## config.mk

```make
export PLATFORM = sky130hd
export DESIGN_NAME = branch_predictor_btb_flat
export DESIGN_NICKNAME = d
export VERILOG_FILES = /design/src/rtl/branch_predictor_btb_if.sv /design/src/rtl/branch_predictor_btb.sv /design/src/flat_wrapper.sv
export SDC_FILE = /design/constraint.sdc
export NUM_CORES = 1
export LEC_CHECK = 0
export ABC_AREA = 0
export BUFFER_PORTS_ARGS = -buffer_cell sky130_fd_sc_hd__buf_2
export CELL_PAD_IN_SITES_DETAIL_PLACEMENT = 1
export CELL_PAD_IN_SITES_GLOBAL_PLACEMENT = 1
export CORE_ASPECT_RATIO = 0.5
export CORE_MARGIN = 5
export CORE_UTILIZATION = 50
export CTS_BUF_LIST = sky130_fd_sc_hd__clkbuf_8
export DETAILED_ROUTE_END_ITERATION = 7
export GPL_TIMING_DRIVEN = 0
export PLACE_DENSITY = 0.88
export REMOVE_ABC_BUFFERS = 1
export SETUP_SLACK_MARGIN = 0.05
export SLEW_MARGIN = 30
export SYNTH_ARGS = -nofsm -noshare
export SYNTH_HDL_FRONTEND = slang
export SYNTH_SLANG_ARGS = --single-unit
```

## constraint.sdc

```tcl
create_clock -name clk -period 9.25 [get_ports clk]
set_input_delay 0.4625 -clock clk [delete_from_list [all_inputs] [get_ports clk]]
set_output_delay 0.4625 -clock clk [all_outputs]
set_load 0.005 [all_outputs]
```

## src/rtl/branch_predictor_btb_if.sv

```systemverilog
// rtl/branch_predictor_btb_if.sv - fetch lookup and EX resolution bundle of the BTB predictor
interface branch_predictor_btb_if #(
  parameter int XLEN = 32
);
  logic [XLEN-1:0] fetch_pc;
  logic            pred_taken;
  logic [XLEN-1:0] pred_target;

  logic            upd_valid;
  logic [XLEN-1:0] upd_pc;
  logic            upd_is_ctrl;
  logic            upd_is_jump;
  logic            upd_taken;
  logic [XLEN-1:0] upd_target;
  logic            upd_pred_taken;
  logic [XLEN-1:0] upd_pred_tgt;
  logic            mispredict;
  logic [XLEN-1:0] correct_pc;

  modport master (
    output fetch_pc, upd_valid, upd_pc, upd_is_ctrl, upd_is_jump, upd_taken,
           upd_target, upd_pred_taken, upd_pred_tgt,
    input  pred_taken, pred_target, mispredict, correct_pc
  );

  modport slave (
    input  fetch_pc, upd_valid, upd_pc, upd_is_ctrl, upd_is_jump, upd_taken,
           upd_target, upd_pred_taken, upd_pred_tgt,
    output pred_taken, pred_target, mispredict, correct_pc
  );
endinterface

```

## src/rtl/branch_predictor_btb.sv

```systemverilog
// rtl/branch_predictor_btb.sv - direct-mapped BTB with 2-bit counters, init walk and statistics
module branch_predictor_btb #(
  parameter int XLEN  = 32,
  parameter int IDX_W = 4,
  parameter int TAG_W = 8,
  parameter int CNT_W = 32
) (
  input  logic                   clk,
  input  logic                   rst,
  input  logic                   flush_req,
  branch_predictor_btb_if.slave  bp,
  output logic                   ready,
  output logic [CNT_W-1:0]       branch_cnt,
  output logic [CNT_W-1:0]       mispred_cnt
);
  localparam int ENTRIES = 1 << IDX_W;

  typedef enum logic {ST_INIT, ST_RUN} state_t;

  state_t           state_q, state_d;
  logic [IDX_W-1:0] ptr_q, ptr_d;

  logic             valid_q [ENTRIES];
  logic [TAG_W-1:0] tag_q   [ENTRIES];
  logic [XLEN-1:0]  tgt_q   [ENTRIES];
  logic [1:0]       cnt_q   [ENTRIES];
  logic             jmp_q   [ENTRIES];

  always_ff @(posedge clk) begin
    if (rst) begin
      state_q <= ST_INIT;
      ptr_q   <= '0;
    end else begin
      state_q <= state_d;
      ptr_q   <= ptr_d;
    end
  end

  always_comb begin
    state_d = state_q;
    ptr_d   = ptr_q;
    if (flush_req) begin
      state_d = ST_INIT;
      ptr_d   = '0;
    end else begin
      case (state_q)
        ST_INIT: begin
          ptr_d = ptr_q + 1'b1;
          if (ptr_q == {IDX_W{1'b1}}) state_d = ST_RUN;
        end
        default: state_d = ST_RUN;
      endcase
    end
  end

  assign ready = (state_q == ST_RUN);

  // Fetch lookup reads only registered state, so a same-cycle update is seen next cycle
  logic [IDX_W-1:0] f_idx;
  logic [TAG_W-1:0] f_tag;
  logic             f_hit;

  assign f_idx         = bp.fetch_pc[IDX_W+1:2];
  assign f_tag         = bp.fetch_pc[IDX_W+TAG_W+1:IDX_W+2];
  assign f_hit         = ready & valid_q[f_idx] & (tag_q[f_idx] == f_tag);
  assign bp.pred_taken  = f_hit & (jmp_q[f_idx] | cnt_q[f_idx][1]);
  assign bp.pred_target = bp.pred_taken ? tgt_q[f_idx] : '0;

  assign bp.mispredict = bp.upd_valid &
                         ((bp.upd_taken != bp.upd_pred_taken) |
                          (bp.upd_taken & (bp.upd_pred_tgt != bp.upd_target)));
  assign bp.correct_pc = bp.upd_taken ? bp.upd_target : bp.upd_pc + XLEN'(4);

  logic [IDX_W-1:0] u_idx;
  logic [TAG_W-1:0] u_tag;
  logic             u_hit;

  assign u_idx = bp.upd_pc[IDX_W+1:2];
  assign u_tag = bp.upd_pc[IDX_W+TAG_W+1:IDX_W+2];
  assign u_hit = valid_q[u_idx] & (tag_q[u_idx] == u_tag);

  always_ff @(posedge clk) begin
    if (state_q == ST_INIT) begin
      valid_q[ptr_q] <= 1'b0;
    end else if (!rst && bp.upd_valid) begin
      if (bp.upd_is_ctrl) begin
        if (u_hit) begin
          if (bp.upd_is_jump) begin
            jmp_q[u_idx] <= 1'b1;
            cnt_q[u_idx] <= 2'd3;
          end else if (bp.upd_taken) begin
            if (cnt_q[u_idx] != 2'd3) cnt_q[u_idx] <= cnt_q[u_idx] + 2'd1;
          end else begin
            if (cnt_q[u_idx] != 2'd0) cnt_q[u_idx] <= cnt_q[u_idx] - 2'd1;
          end
          if (bp.upd_taken) tgt_q[u_idx] <= bp.upd_target;
        end else if (bp.upd_taken) begin
          valid_q[u_idx] <= 1'b1;
          tag_q[u_idx]   <= u_tag;
          tgt_q[u_idx]   <= bp.upd_target;
          cnt_q[u_idx]   <= bp.upd_is_jump ? 2'd3 : 2'd2;
          jmp_q[u_idx]   <= bp.upd_is_jump;
        end
      end else if (valid_q[u_idx]) begin
        // A non-control instruction sharing the slot proves the entry stale
        valid_q[u_idx] <= 1'b0;
      end
    end
  end

  always_ff @(posedge clk) begin
    if (rst) begin
      branch_cnt  <= '0;
      mispred_cnt <= '0;
    end else begin
      if (bp.upd_valid && bp.upd_is_ctrl && !(&branch_cnt))
        branch_cnt <= branch_cnt + 1'b1;
      if (bp.mispredict && !(&mispred_cnt))
        mispred_cnt <= mispred_cnt + 1'b1;
    end
  end
endmodule

```

## src/flat_wrapper.sv

```systemverilog
// flat-port wrapper written by rule: the top's interface ports become plain ports
module branch_predictor_btb_flat 
#(
  parameter int XLEN  = 32,
  parameter int IDX_W = 4,
  parameter int TAG_W = 8,
  parameter int CNT_W = 32
)
  (clk, rst, flush_req, ready, branch_cnt, mispred_cnt, bp_fetch_pc, bp_upd_valid, bp_upd_pc, bp_upd_is_ctrl, bp_upd_is_jump, bp_upd_taken, bp_upd_target, bp_upd_pred_taken, bp_upd_pred_tgt, bp_pred_taken, bp_pred_target, bp_mispredict, bp_correct_pc);
  branch_predictor_btb_if #(.XLEN(XLEN)) bp_i ();
  input  logic clk;
  input  logic rst;
  input  logic flush_req;
  output logic ready;
  output logic [CNT_W-1:0] branch_cnt;
  output logic [CNT_W-1:0] mispred_cnt;
  input wire logic [$bits(bp_i.fetch_pc)-1:0] bp_fetch_pc;
  input wire logic [$bits(bp_i.upd_valid)-1:0] bp_upd_valid;
  input wire logic [$bits(bp_i.upd_pc)-1:0] bp_upd_pc;
  input wire logic [$bits(bp_i.upd_is_ctrl)-1:0] bp_upd_is_ctrl;
  input wire logic [$bits(bp_i.upd_is_jump)-1:0] bp_upd_is_jump;
  input wire logic [$bits(bp_i.upd_taken)-1:0] bp_upd_taken;
  input wire logic [$bits(bp_i.upd_target)-1:0] bp_upd_target;
  input wire logic [$bits(bp_i.upd_pred_taken)-1:0] bp_upd_pred_taken;
  input wire logic [$bits(bp_i.upd_pred_tgt)-1:0] bp_upd_pred_tgt;
  output wire logic [$bits(bp_i.pred_taken)-1:0] bp_pred_taken;
  output wire logic [$bits(bp_i.pred_target)-1:0] bp_pred_target;
  output wire logic [$bits(bp_i.mispredict)-1:0] bp_mispredict;
  output wire logic [$bits(bp_i.correct_pc)-1:0] bp_correct_pc;
  assign bp_i.fetch_pc = bp_fetch_pc;
  assign bp_i.upd_valid = bp_upd_valid;
  assign bp_i.upd_pc = bp_upd_pc;
  assign bp_i.upd_is_ctrl = bp_upd_is_ctrl;
  assign bp_i.upd_is_jump = bp_upd_is_jump;
  assign bp_i.upd_taken = bp_upd_taken;
  assign bp_i.upd_target = bp_upd_target;
  assign bp_i.upd_pred_taken = bp_upd_pred_taken;
  assign bp_i.upd_pred_tgt = bp_upd_pred_tgt;
  assign bp_pred_taken = bp_i.pred_taken;
  assign bp_pred_target = bp_i.pred_target;
  assign bp_mispredict = bp_i.mispredict;
  assign bp_correct_pc = bp_i.correct_pc;
  branch_predictor_btb #(.XLEN(XLEN), .IDX_W(IDX_W), .TAG_W(TAG_W), .CNT_W(CNT_W)) u_core (.clk(clk), .rst(rst), .flush_req(flush_req), .bp(bp_i), .ready(ready), .branch_cnt(branch_cnt), .mispred_cnt(mispred_cnt));
endmodule
```

# Word-level counts from Yosys, hierarchy flattened
# Memory sizes are Yosys's and may differ from the RTL's.
# Index checks and enable logic that the tools add are counted.
# totals
mem_bits_rw,704
out_inout_bits,131
n_memories,5
inputBits,136
register_bits,69
word_cells,100
# mem_list
memory,words,width,rd,rd_clocked_by_memory_dff,write_ports,line,text
u_core.tgt_q,16,32,1,0,1,branch_predictor_btb.sv:25,logic [XLEN-1:0] tgt_q [ENTRIES];
u_core.tag_q,16,8,2,0,1,branch_predictor_btb.sv:24,logic [TAG_W-1:0] tag_q [ENTRIES];
u_core.cnt_q,16,2,2,0,1,branch_predictor_btb.sv:26,logic [1:0] cnt_q [ENTRIES];
u_core.jmp_q,16,1,1,0,1,branch_predictor_btb.sv:27,logic jmp_q [ENTRIES];
u_core.valid_q,16,1,2,0,1,branch_predictor_btb.sv:23,logic valid_q [ENTRIES];
# classes
n_bitwise,14
n_eq_ne,6
n_reduce_logical,12
muxes,53
n_addsub,6
# op_table
op,count
two-way mux 32 bit,3
"adder 32 x 1 -> 32 bit, second input constant",2
AND reduction 32 bit,2
two-way mux 1 bit,46
"adder 32 x 3 -> 32 bit, second input constant",1
!= test 32 bit,1
equality test 8 bit,2
OR 1 bit,8
bitwise AND 1 bit,6
two-way mux 2 bit,3
"adder 4 x 1 -> 4 bit, second input constant",1
"equality test 4 bit, second input constant",1
logical AND 1 bit,4
two-way mux 4 bit,1
zero test 1 bit,3
"adder 2 x 1 -> 2 bit, second input constant",1
"!= test 2 bit, second input constant",1
nonzero test 2 bit,1
OR reduction 2 bit,1
"subtractor 2 x 1 -> 2 bit, second input constant",1
!= test 1 bit,1
OR reduction 1 bit,1

# Depth between registers and ports, before layout
# An unclocked memory read counts as a cell.
# depth
word_depth,13
depth_mapped,13
mapped_depth_nobuf,8

# Least setup slack after synthesis
# OpenSTA, ideal clock, no wires.
# synth_timing
kind,input to register
start,input bp_upd_pc[2]
end,memory u_core.cnt_q[0][0] (data pin)
setup_time_ps,336
t_required_ps,8914
arrival_ps,3597
slack_ps,5317
n_path_buf,4
path_stages,12
cell_sequence,buf_6 buf_6 buf_6 buf_1 mux4_2 mux4_2 inv_1 ha_1 inv_1 o21ai_0 nor2_1 a21boi_0
# synth_between
elab_chain_len,13
elab_cells_between_ends,33
cone_classes,add/sub (2); eq/ne (2); mux (24); bitwise (1); reduce/logical (1); memory (3)
# synth_rtl
item,line,text
from (decl),flat_wrapper.sv:19,input wire logic [$bits(bp_i.upd_pc)-1:0] bp_upd_pc;
memory (16 x 2 bit),n/a,
!= test 2 bit,branch_predictor_btb.sv:92,if (cnt_q[u_idx] != 2'd3) cnt_q[u_idx] <= cnt_q[u_idx] + 2'd1;
two-way mux 1 bit,branch_predictor_btb.sv:92,
two-way mux 1 bit,branch_predictor_btb.sv:91,end else if (bp.upd_taken) begin
two-way mux 1 bit,branch_predictor_btb.sv:88,if (bp.upd_is_jump) begin
two-way mux 1 bit,branch_predictor_btb.sv:87,if (u_hit) begin
two-way mux 1 bit,branch_predictor_btb.sv:86,if (bp.upd_is_ctrl) begin
two-way mux 1 bit,branch_predictor_btb.sv:85,end else if (!rst && bp.upd_valid) begin
two-way mux 1 bit,branch_predictor_btb.sv:83,if (state_q == ST_INIT) begin
two-way mux 1 bit (not written as such),branch_predictor_btb.sv:92,
two-way mux 2 bit (no line) (2 in series),n/a,
two-way mux 2 bit (no line) *,n/a,
to (decl),branch_predictor_btb.sv:26,
# Mark *: on every way between the ends. The rest lies on a longest branch, timed or not.

# Worst setup path in the final report
# layout_timing
start,input bp_fetch_pc[2]
end,output bp_pred_target[11]
# layout_between
elab_chain_len,5
elab_cells_between_ends,11
cone_classes,eq/ne (1); mux (1); bitwise (4); memory (5)
# layout_rtl
item,line,text
from (decl),flat_wrapper.sv:17,input wire logic [$bits(bp_i.fetch_pc)-1:0] bp_fetch_pc;
memory (16 x 8 bit) / memory (16 x 1 bit) (equally long branches),n/a,
equality test 8 bit / bitwise AND 1 bit (equally long branches),branch_predictor_btb.sv:65,assign f_hit = ready & valid_q[f_idx] & (tag_q[f_idx] == f_tag);
bitwise AND 1 bit,branch_predictor_btb.sv:65,
bitwise AND 1 bit,branch_predictor_btb.sv:66,assign bp.pred_taken = f_hit & (jmp_q[f_idx] | cnt_q[f_idx][1]);
two-way mux 32 bit *,branch_predictor_btb.sv:67,assign bp.pred_target = bp.pred_taken ? tgt_q[f_idx] : '0;
to (decl),flat_wrapper.sv:27,output wire logic [$bits(bp_i.pred_target)-1:0] bp_pred_target;
# Marks and branches as above.

==> flow_summary.json <==
{
  "status": "completed",
  "io_pins": 267,
  "syn_avg_cell_area_um2": 17.2,
  "yosysSeqAreaShare": 0.672,
  "power_density_nw_per_um2": 184,
  "gp_congestion": 0.863,
  "fmax_mhz": 179,
  "wire_per_inst_um": 38.8,
  "netlist_instances": 1952,
  "tritoncts": "built",
  "finalHoldViolations": 0,
  "start_util": 0.503,
  "cts_resized": 0,
  "timing.max_cap.violations": 0,
  "yosys.area_share.simple": 0.0776,
  "worstMarginPinSlew_ns": 1.10,
  "area_growth_pct": 15.7,
  "fin_total_pwr_mw": 7.13,
  "synthMuxAreaShare": 0.171,
  "grt_use_total": 0.318,
  "coreArea_um2": 66600,
  "wl_um": 126000,
  "layout.nets": 2385,
  "antenna_found_initial": 10,
  "yosys_warnings": 0,
  "crit_path_end_kind": "primary output",
  "final_max_slew_viol_count": 0,
  "ys.flop_type": "edfxtp_1",
  "grt_remaining_overflow": 0,
  "finalSetupTns_ns": 0,
  "final_common_cell": "edfxtp_1",
  "synth_xor_area_frac": 0.0287,
  "cts_made_buffers": 108,
  "layout_common_cells": "edfxtp_1, buf_2, mux4_2",
  "ys_seq_elements": 773,
  "arrival_ns": 5.13,
  "dr.pass1.iters": 6,
  "drive_gt1_frac": 0.313,
  "fill_cells": 6012,
  "rows": 67,
  "die_height_um": 193,
  "synthArstFlopShare": 0,
  "drc": 0,
  "fp.dieW_um": 376,
  "synth_top_family_by_area": "multiplexers",
  "vias_per_cell": 7.29,
  "holdCritPathClass": "input pin to flop",
  "fin_hold_ws_ns": 0.0811,
  "max_slew_margin": 0.263,
  "numClockSinks": 773,
  "min_period_over_period": 0.605,
  "path_max_fanout": 53,
  "cts_hold_buffers": 1,
  "htree_levels": 3,
  "stdcell_area_um2": 38800,
  "critical_path_class": "input pin to primary output",
  "critPathLaunchType": "input pin",
  "synth_compound_area_frac": 0.0287,
  "grt_first_pass_wirelength_um": 168000,
  "fp.dieArea_um2": 72600,
  "cts_root_buffer": "clkbuf_8",
  "synth.distinct_cells": 63,
  "grt_pass1_vias": 23300,
  "setup_viol": 0,
  "dp_hpwl_um": 65300,
  "finClkSkew_ns": 0.0691,
  "required_ns": 8.79,
  "clk_path_buf_depth": 3,
  "p_leak_nw": 12.9,
  "vdd_drop_max_v": 0.000127,
  "syn_area_um2": 33500,
  "fin_crit_ns": 5.60,
  "grt_max_degree": 78,
  "portBuffers": 246,
  "drt_iter0_drc": 4176,
  "placed_area_um2": 36600,
  "rsz0062_at_grt": "false",
  "vias": 23600,
  "clkTransAtPathRegs_ns": 0.09,
  "drtAntennaViolNets": 0,
  "worstSkewPairLatency_ns": 0.80,
  "synth_edf_count": 704,
  "synth_fa_ha_area_frac": 0.00336,
  "cts_setup_buffers": 0
}
## where the power goes
part	leakage (nW)	internal, mW	switching (mW)
clock network	1.21	1.29	1.57
logic	4.74	0.178	0.289
registers	6.99	3.80	0.00410
## routing by layer
| layer | routed length, um | global-route usage | up-vias |
|---|---|---|---|
| met5 | 36 | 0 | - |
| met1 | 40700 | 0.390 | 11700 |
| met3 | 16300 | 0.0822 | 774 |
| met2 | 58500 | 0.521 | 2652 |
| li1 | - | - | 8447 |
| met4 | 10300 | 0.183 | 6 |
## area by class of cell
type                    instances  area, um^2  area share
diodes                          8        20.0    0.000516
clock inverters                92         577      0.0149
repair buffers                288        2360      0.0608
flip-flops and latches        773       22500       0.581
clock buffers                 110        1510      0.0390
inverters                      21        78.8     0.00203
well taps                     897        1120      0.0289
multi-input cells            1048       10600       0.273
## per-stage QoR
| stage | utilization | instances | setup WS, ns |
|---|---|---|---|
| after floorplan | - | 1842 | 5.98 |
| after global placement | 0.530 | 2985 | -0.119 |
| after global routing | 0.582 | 3237 | 3.50 |
| after CTS | 0.581 | 3228 | 3.67 |
| after detailed placement | 0.550 | 3025 | 3.72 |
| final | 0.582 | 3237 | 3.65 |
## cell families after synthesis
family	Yosys count
fa+ha+maj	9
flops	773
buf+inv	131
mux	276
simple gates	502
xor+xnor	110
compound gates	151
## path summary, 6_finish.rpt
path | startpoint | to | slack (ns) | cells past startpoint
setup reg to reg | u_core.ready | u_core.tag_q[2][7] | 4.54 | 6
hold reg to reg | u_core.mispred_cnt[10] | u_core.mispred_cnt[10] | 0.51 | 2
hold / removal | bp_upd_target[27] | u_core.tgt_q[10][27] | 0.08 | 1
setup / recovery | bp_fetch_pc[2] | bp_pred_target[11] | 3.65 | 12
## flip-flops by register name (all words and copies together), names as in the netlist
name,cells
u_core.branch_cnt,32
u_core.cnt_q,32
u_core.jmp_q,16
u_core.mispred_cnt,32
u_core.ptr_q,4
u_core.ready,1
u_core.tag_q,128
u_core.tgt_q,512
u_core.valid_q,16
## critical path: stages
cell	delay, ns
buf_8	0.19
buf_16	0.33
buf_16	0.41
buf_16	0.38
mux4_2	0.58
mux4_2	0.49
xor2_1	0.19
nor4_1	0.31
and3_1	0.34
nand3_4	0.55
nor2b_1	0.48
buf_2	0.21
## cells in the mapped netlist (9+ instances only)
cell	instances	area [um^2]
nor2b_1	50	313
dfxtp_1	69	1380
nor3_1	22	110
and3_1	24	150
a21oi_1	17	85.1
o21ai_0	73	365
xor2_1	77	674
or3_1	11	68.8
nor3_2	11	110
mux2i_1	30	300
or4_1	10	75.1
mux4_2	234	5270
buf_1	12	45.0
a22oi_1	15	113
buf_6	9	101
nor4_1	22	138
edfxtp_1	704	21100
inv_1	21	78.8
nor2_1	118	443
nand2_1	111	417
nand4_1	33	206
buf_2	22	110
nand3_1	55	275
clkbuf_1	60	225
xnor2_1	33	289
and4_1	13	114
ha_1	9	113
o211ai_1	9	67.6
Power figures use the tool's default switching activity.
